$ cat config.mk
export PLATFORM = sky130hd
export DESIGN_NAME = alpha_unblend
export DESIGN_NICKNAME = d
export VERILOG_FILES = /design/src/rtl/alpha_unblend.sv
export SDC_FILE = /design/constraint.sdc
export NUM_CORES = 1
export LEC_CHECK = 0
export BUFFER_PORTS_ARGS = -buffer_cell sky130_fd_sc_hd__buf_2
export CAP_MARGIN = 10
export CELL_PAD_IN_SITES_DETAIL_PLACEMENT = 1
export CELL_PAD_IN_SITES_GLOBAL_PLACEMENT = 1
export CORE_AREA = 2 2 130 164
export DETAILED_ROUTE_END_ITERATION = 6
export DIE_AREA = 0 0 132 166
export PLACE_DENSITY = 0.65
export SYNTH_ARGS = -nofsm -noshare
export SYNTH_HDL_FRONTEND = slang
export SYNTH_SLANG_ARGS = --single-unit
export TNS_END_PERCENT = 20
$ cat constraint.sdc
create_clock -name clk -period 13.8 [get_ports clk]
set_input_delay 0.69 -clock clk [delete_from_list [all_inputs] [get_ports clk]]
set_output_delay 0.69 -clock clk [all_outputs]
set_load 0.02 [all_outputs]
$ cat src/rtl/alpha_unblend.sv
// Recovers the foreground B of an alpha blend D = A*B + (2^BW-A)*C using a
// restoring divider that produces one quotient bit per cycle.
//
// state  | meaning
// IDLE   | waiting for a request, in_ready high
// CALC   | form the signed numerator, resolve special cases
// DIV    | one restoring-division step per cycle, BW steps
// DONE   | result presented, held until out_ready
module alpha_unblend #(
  parameter int BW = 8
) (
  input  logic            clk,
  input  logic            rst,
  input  logic            in_valid,
  output logic            in_ready,
  input  logic [BW-1:0]   A,
  input  logic [BW-1:0]   C,
  input  logic [2*BW-1:0] D,
  output logic            out_valid,
  input  logic            out_ready,
  output logic [BW-1:0]   B,
  output logic [BW-1:0]   rem,
  output logic            zero_alpha,
  output logic            underflow,
  output logic            sat
);

  localparam int CW = (BW > 1) ? $clog2(BW) : 1;

  typedef enum logic [1:0] {S_IDLE, S_CALC, S_DIV, S_DONE} state_t;

  state_t            r_state;
  state_t            w_state_nxt;

  logic [BW-1:0]     r_a;
  logic [BW-1:0]     r_c;
  logic [2*BW-1:0]   r_d;
  logic [BW-1:0]     r_prem;
  logic [BW-1:0]     r_shf;
  logic [CW-1:0]     r_cnt;
  logic [BW-1:0]     r_b;
  logic [BW-1:0]     r_rem;
  logic              r_zero;
  logic              r_unf;
  logic              r_sat;

  logic [BW:0]       w_inv;
  logic [2*BW:0]     w_prod;
  logic [2*BW+1:0]   w_num;
  logic              w_zero;
  logic              w_neg;
  logic              w_ovf;
  logic              w_special;
  logic [BW:0]       w_shift;
  logic              w_ge;
  logic [BW-1:0]     w_diff;
  logic [BW-1:0]     w_rem_nxt;
  logic              w_last;

  // Numerator is 2*BW+2 bits wide so both the sign and the carry above D fit.
  assign w_inv  = {1'b1, {BW{1'b0}}} - {1'b0, r_a};
  assign w_prod = (2*BW+1)'(w_inv) * (2*BW+1)'(r_c);
  assign w_num  = {2'b00, r_d} - {1'b0, w_prod};

  assign w_zero    = (r_a == '0);
  assign w_neg     = w_num[2*BW+1];
  assign w_ovf     = (w_num[2*BW:BW] >= {1'b0, r_a});
  assign w_special = w_zero | w_neg | w_ovf;

  // Quotient bits are shifted into the low end of r_shf as numerator bits leave the top.
  assign w_shift   = {r_prem, r_shf[BW-1]};
  assign w_ge      = (w_shift >= {1'b0, r_a});
  assign w_diff    = w_shift[BW-1:0] - r_a;
  assign w_rem_nxt = w_ge ? w_diff : w_shift[BW-1:0];
  assign w_last    = (r_cnt == CW'(BW-1));

  always_ff @(posedge clk) begin
    if (rst) r_state <= S_IDLE;
    else     r_state <= w_state_nxt;
  end

  always_comb begin
    w_state_nxt = r_state;
    case (r_state)
      S_IDLE:  if (in_valid) w_state_nxt = S_CALC;
      S_CALC:  w_state_nxt = w_special ? S_DONE : S_DIV;
      S_DIV:   if (w_last) w_state_nxt = S_DONE;
      S_DONE:  if (out_ready) w_state_nxt = S_IDLE;
      default: w_state_nxt = S_IDLE;
    endcase
  end

  always_comb begin
    in_ready  = (r_state == S_IDLE);
    out_valid = (r_state == S_DONE);
  end

  always_ff @(posedge clk) begin
    if (rst) begin
      r_a    <= '0;
      r_c    <= '0;
      r_d    <= '0;
      r_prem <= '0;
      r_shf  <= '0;
      r_cnt  <= '0;
      r_b    <= '0;
      r_rem  <= '0;
      r_zero <= 1'b0;
      r_unf  <= 1'b0;
      r_sat  <= 1'b0;
    end else begin
      case (r_state)
        S_IDLE: begin
          if (in_valid) begin
            r_a <= A;
            r_c <= C;
            r_d <= D;
          end
        end
        S_CALC: begin
          r_zero <= 1'b0;
          r_unf  <= 1'b0;
          r_sat  <= 1'b0;
          r_b    <= '0;
          r_rem  <= '0;
          if (w_zero) begin
            r_zero <= 1'b1;
          end else if (w_neg) begin
            r_unf <= 1'b1;
          end else if (w_ovf) begin
            r_sat <= 1'b1;
            r_b   <= '1;
          end else begin
            r_prem <= w_num[2*BW-1:BW];
            r_shf  <= w_num[BW-1:0];
            r_cnt  <= '0;
          end
        end
        S_DIV: begin
          r_prem <= w_rem_nxt;
          r_shf  <= {r_shf[BW-2:0], w_ge};
          r_cnt  <= r_cnt + CW'(1);
          if (w_last) begin
            r_b   <= {r_shf[BW-2:0], w_ge};
            r_rem <= w_rem_nxt;
          end
        end
        default: ;
      endcase
    end
  end

  assign B          = r_b;
  assign rem        = r_rem;
  assign zero_alpha = r_zero;
  assign underflow  = r_unf;
  assign sat        = r_sat;

endmodule

==> flow_summary.yaml, run 1 <==
run_status:
  status: "finished, final reports clean"
global_routing:
  grt_start_max_net_pins: 63
  grt_pass1_wl_mm: 31.9
  grt_overflow: 0
  grt_usage: 0.180
  antenna_found_initial: 0
  grt_pass1_vias: 6169
placed_design:
  place_ws_ns: 5.70
  io_buffers: 56
  dpl.hpwl_mm: 14.9
  gp_congestion: 0.865
logic_synthesis:
  yosysTopAreaCellShare: 0.206
  ys_warn_count: 0
  ys_seq_area_frac: 0.206
  synth_edf_count: 0
  synth_area_mm2: 0.00699
  synthCells: 872
  synth.area.top_cells: "dfxtp_1, fa_1, ha_1, nand2_1, inv_1"
  synth_ff_type: "dfxtp_1"
  yosysTopAreaCell: "dfxtp_1"
  avgSynthCellArea_um2: 8.02
  ys_async_sr_fraction: 0
  synth_cell_types: 72
  synth_nets: 1030
  ys_seq_elements: 72
  yosysMostFrequentCell: "nand2_1"
  ys_top_cells_by_count: "nand2_1, inv_1, dfxtp_1, ha_1, a21oi_1"
run:
  drv_cap: 0
clock_network:
  clk_pin_slew_ns: 0.06
  h-tree-depth: 3
  numCtsBuffers: 9
  clock_latency_ns: 0.35
  postCtsSetupRepairBufs: 0
  cts_hold_buf: 0
  cts-root-buf: "clkbuf_16"
  cts_tree: "built"
  clockBufferDepth: 2
  cts_resized: 0
  clock-sinks: 72
route:
  drt-total-wl_mm: 19.0
  wl_per_cell_um: 16.0
  final_antenna_net_count: 0
  vias_per_cell: 5.04
  drt-initial-drc-count: 274
  firstDrtPassIters: 4
  vias: 5972
  drcViolationCount: 0
layout:
  syn_to_final_growth_pct: 11.4
  final_net_count: 1065
  drive_gt1_frac: 0.102
  nFillCells: 2531
  num_antenna_cells: 0
sta:
  relSlewSlack: 0.471
  worstMarginPinSlew_ns: 0.790
  clock_skew_ns: 0.00819
  timing.hold.ws_ns: 0.452
  drv_slew: 0
  setup_viol: 0
  finalWorstSetupSlack_ns: 5.64
  fin_crit_ns: 8.16
  setup_tns_ns: 0
  rsz0062_at_grt: "no"
  final_hold_viol_count: 0
  period_share: 0.592
  timing.fmax_mhz: 123
hold_path:
  holdPathStages: 2
  holdCritStartpoint: "r_d[8]$_SDFFE_PP0P_"
  hp-class: "flop to flop"
critical_path:
  required_ns: 14.04
  r2r_cells: 24
  cp-end-kind: "flop"
  cp-start-kind: "flop"
  critPathArrivalTime_ns: 8.40
  cp-startpoint: "r_a[0]$_SDFFE_PP0P_"
  r2r-start: "r_a[0]$_SDFFE_PP0P_"
  critPathKind: "flop to flop"
  cp_max_fo: 15
die:
  die_x_um: 132
  start_util: 0.342
  core_area_mm2: 0.0204
  io_pins: 57
  die_h_um: 166
  row_count: 59
  die_area_mm2: 0.0219
## flip-flops by register name, summed over array words and instances, names as in the netlist
name        cells
B               8
r_a             8
r_c             8
r_cnt           3
r_d            16
r_prem          8
r_shf           8
r_state         2
rem             8
sat             1
underflow       1
zero_alpha      1
## layout by cell type, fill, tap and decap left out, types with 3 or more instances in the layout
| cell | synthesis | layout |
|---|---|---|
| xor2_1 | 5 | 5 |
| nor3b_1 | 3 | 3 |
| a311oi_1 | 11 | 11 |
| clkbuf_16 | 0 | 9 |
| a21boi_0 | 4 | 4 |
| o211ai_1 | 11 | 11 |
| nand3_1 | 15 | 15 |
| a21oi_1 | 60 | 60 |
| fa_1 | 56 | 56 |
| o311ai_0 | 4 | 4 |
| or4_1 | 3 | 3 |
| mux2_1 | 3 | 3 |
| buf_4 | 1 | 5 |
| and2_1 | 39 | 39 |
| buf_2 | 2 | 56 |
| nor2b_1 | 4 | 4 |
| nand4_1 | 12 | 12 |
| o31ai_1 | 6 | 6 |
| o21ai_0 | 28 | 28 |
| xnor2_1 | 14 | 14 |
| mux2i_1 | 15 | 15 |
| nor3_1 | 14 | 14 |
| inv_1 | 124 | 124 |
| dfxtp_1 | 72 | 72 |
| or2_2 | 3 | 3 |
| a31oi_1 | 4 | 4 |
| a211oi_1 | 4 | 4 |
| a22oi_1 | 5 | 5 |
| nor2_1 | 44 | 44 |
| nand2_1 | 151 | 151 |
| ha_1 | 66 | 66 |
| o21a_1 | 9 | 9 |
## metal layers
| layer | wire length [um] | part of all wire | global-route usage |
|---|---|---|---|
| met5 | 0 | 0 | 0 |
| met4 | 336 | 0.018 | 0.0473 |
| met3 | 406 | 0.021 | 0.0244 |
| met2 | 9530 | 0.50 | 0.321 |
| met1 | 8690 | 0.46 | 0.227 |
## cells by family (layout without fill, tap and decap cells)
group / count (synthesis) / in the layout / share of synthesized area
adder cells (fa/ha/maj): 122 / 122 / 0.278
AO/OA/AOI/OAI: 173 / 173 / 0.167
flip-flops: 72 / 72 / 0.206
multiplexers: 20 / 20 / 0.0295
XOR/XNOR: 19 / 19 / 0.0238
AND/OR/NAND/NOR: 304 / 304 / 0.203
buffers and inverters: 162 / 201 / 0.0920
## stage by stage
step / instance area [um2] / utilization / cells
final: 7790 / 0.381 / 1185
after global routing: 7790 / 0.381 / 1185
after CTS: 7790 / 0.381 / 1185
after detailed placement: 7480 / 0.366 / 1170
after global placement: 7480 / 0.366 / 1170
after floorplan: 6990 / - / 872
## layout make-up
class / count / area (um2) / share of cell area
Sequential cell: 72 / 1440 / 0.185
Clock inverter: 5 / 82.6 / 0.0106
Inverter: 125 / 469 / 0.0602
Tap cell: 274 / 343 / 0.0440
Multi-Input combinational cell: 638 / 4910 / 0.630
Clock buffer: 10 / 229 / 0.0294
Timing Repair Buffer: 61 / 318 / 0.0408
## worst max-delay path, cell delays in order, from the launching register on
cell and delay [ns]:
dfxtp_1 0.63, inv_1 0.12, ha_1 0.26, xnor2_1 0.62
nand2_1 0.16, fa_1 0.51, fa_1 0.51, fa_1 0.56
inv_1 0.06, fa_1 0.52, inv_1 0.04, ha_1 0.35
a211o_2 0.36, o32ai_2 0.50, o311ai_0 0.31, a21oi_1 0.24
xnor2_1 0.14, ha_1 0.22, nor2_1 0.05, o21ai_0 0.08
a211oi_1 0.07, a311o_1 0.35, or2_0 0.32, a31oi_4 0.68
mux2_1 0.38
## path summary, 6_finish.rpt
| check | end | slack (ns) |
|---|---|---|
| worst max register to register | r_prem[7]$_SDFFE_PP0P_ | 5.64 |
| worst min-delay path | r_d[8]$_SDFFE_PP0P_ | 0.45 |
| worst min register to register | r_d[8]$_SDFFE_PP0P_ | 0.45 |
| worst max-delay path | r_prem[7]$_SDFFE_PP0P_ | 5.64 |
Power of run 1 is left out: the tool's default activity adds up to more than one toggle a clock period on the data nets, which glitch-free logic cannot reach.
==> run 2: changes to the inputs <==
--- a/config.mk
+++ b/config.mk
@@ -12,7 +12,7 @@
 export CORE_AREA = 2 2 130 164
 export DETAILED_ROUTE_END_ITERATION = 6
 export DIE_AREA = 0 0 132 166
-export PLACE_DENSITY = 0.65
+export PLACE_DENSITY = 0.67
 export SYNTH_ARGS = -nofsm -noshare
 export SYNTH_HDL_FRONTEND = slang
 export SYNTH_SLANG_ARGS = --single-unit
==> constraint.sdc (replaced) <==
create_clock -name clk -period 6.9 [get_ports clk]
set_input_delay 0.345 -clock clk [delete_from_list [all_inputs] [get_ports clk]]
set_output_delay 0.345 -clock clk [all_outputs]
set_load 0.02 [all_outputs]
==> flow_summary.yaml, run 2 (synthesized netlist as in run 1, its figures left out) <==
run_status:
  status: "finished, final reports clean"
layout:
  drive_gt1_frac: 0.176
  top_register: "r_d"
  syn_to_final_growth_pct: 18.7
  num_antenna_cells: 0
  final_net_count: 1104
  layout_common_cells: "nand2_1, inv_1, dfxtp_1, ha_1, a21oi_1"
  layout_commonest_cell: "nand2_1"
  largest_register_ffs: 16
global_routing:
  grt_pass1_vias: 6504
  grt_usage: 0.186
  antenna_found_initial: 0
  grt_start_max_net_pins: 63
  busiest_layer: "met2"
  use_met1: 0.220
  grt_overflow: 0
  use_met2: 0.338
  grt_pass1_wl_mm: 32.8
  globalRouteMet3Util: 0.0287
clock_network:
  clock_latency_ns: 0.35
  cts_tree: "built"
  clock-sinks: 72
  clockBufferDepth: 2
  numCtsBuffers: 9
  clk_pin_slew_ns: 0.06
  cts-root-buf: "clkbuf_16"
  h-tree-depth: 3
die:
  die_x_um: 132
  die_h_um: 166
  io_pins: 57
  core_area_mm2: 0.0204
  die_area_mm2: 0.0219
  row_count: 59
  start_util: 0.342
route:
  drt-initial-drc-count: 235
  wl_per_cell_um: 16.0
  drcViolationCount: 0
  drt-total-wl_mm: 19.6
  final_antenna_net_count: 0
  vias_per_cell: 5.03
  vias: 6166
  firstDrtPassIters: 4
sta:
  timing.fmax_mhz: 151
  rsz0062_at_grt: "no"
  setup_viol: 0
  drv_slew: 0
  clock_skew_ns: 0.00810
  fin_crit_ns: 6.63
  final_hold_viol_count: 0
  period_share: 0.960
  finalWorstSetupSlack_ns: 0.275
  worstMarginPinSlew_ns: 0.748
  relSlewSlack: 0.501
critical_path:
  crit_path_max_incr_delay_ns: 0.55
  crit_slowest_cell: "fa_1"
  cp-start-kind: "flop"
  cp_max_fo: 5
  cp-startpoint: "r_a[1]$_SDFFE_PP0P_"
  critPathArrivalTime_ns: 6.87
  required_ns: 7.15
  critPathKind: "flop to flop"
  cp-end-kind: "flop"
  r2r-start: "r_a[1]$_SDFFE_PP0P_"
run:
  drv_cap: 0
hold_path:
  holdCritStartpoint: "D[7]"
  hp-class: "primary input to flop"
placed_design:
  io_buffers: 56
  dpl.hpwl_mm: 15.8
  gp_congestion: 0.897
  place_ws_ns: -0.0754
## run 2: changes by cell type in the layout (fill, tap and decap cells not counted), sizes merged
| cell | change |
|---|---|
| buf | +39 |
| clkinvlp | +1 |
## run 2: layout make-up
| type | instances | area (um2) |
|---|---|---|
| Clock buffer | 10 | 239 |
| Clock inverter | 6 | 82.6 |
| Fill cell | 2505 | 12100 |
| Inverter | 125 | 474 |
| Multi-Input combinational cell | 638 | 5090 |
| Sequential cell | 72 | 1450 |
| Tap cell | 274 | 343 |
| Timing Repair Buffer | 100 | 631 |
## run 2: metrics by stage
step,instances,TNS (ns),util,area [um2],hold WS [ns]
after floorplan,872,0,-,6990,0.436
after global placement,1206,0,0.380,7760,0.440
after detailed placement,1206,-0.428,0.380,7760,0.452
after CTS,1222,0,0.396,8090,0.215
after global routing,1225,0,0.406,8300,0.228
final,1225,0,0.406,8300,0.226
## run 2: path summary, 6_finish.rpt
| check | end | slack [ns] | depth (start not counted) |
|---|---|---|---|
| setup / recovery | r_prem[6]$_SDFFE_PP0P_ | 0.27 | 28 |
| hold / removal | r_d[7]$_SDFFE_PP0P_ | 0.23 | 3 |
| setup reg to reg | r_prem[6]$_SDFFE_PP0P_ | 0.27 | 28 |
| hold reg to reg | r_d[12]$_SDFFE_PP0P_ | 0.46 | 2 |
## run 2: repair_timing
item,4_1_cts,5_1_grt
endpoints found under the hold margin,0,0
gates resized for setup,1,50
endpoints found under the setup margin,25,29
pin swaps,0,16
hold buffers,0,0
buffers inserted,0,3
## run 2: per-layer routing
metal | up-vias | routed length [um]
met5 | - | 0
met4 | 0 | 397
met3 | 28 | 473
met2 | 88 | 10100
met1 | 2987 | 8590
li1 | 3063 | -
## run 2: critical path: cells and delay by family (launching register included)
kind / cells / cell delay, ns
and+or+nand+nor: 6 / 0.94
DFF: 1 / 0.34
xor gates and xnor gates: 2 / 0.30
buffers and inverters: 8 / 0.77
adders and majority gates: 6 / 2.61
AOI/OAI and AO/OA: 6 / 1.56
Power of run 2 is left out for the same reason.
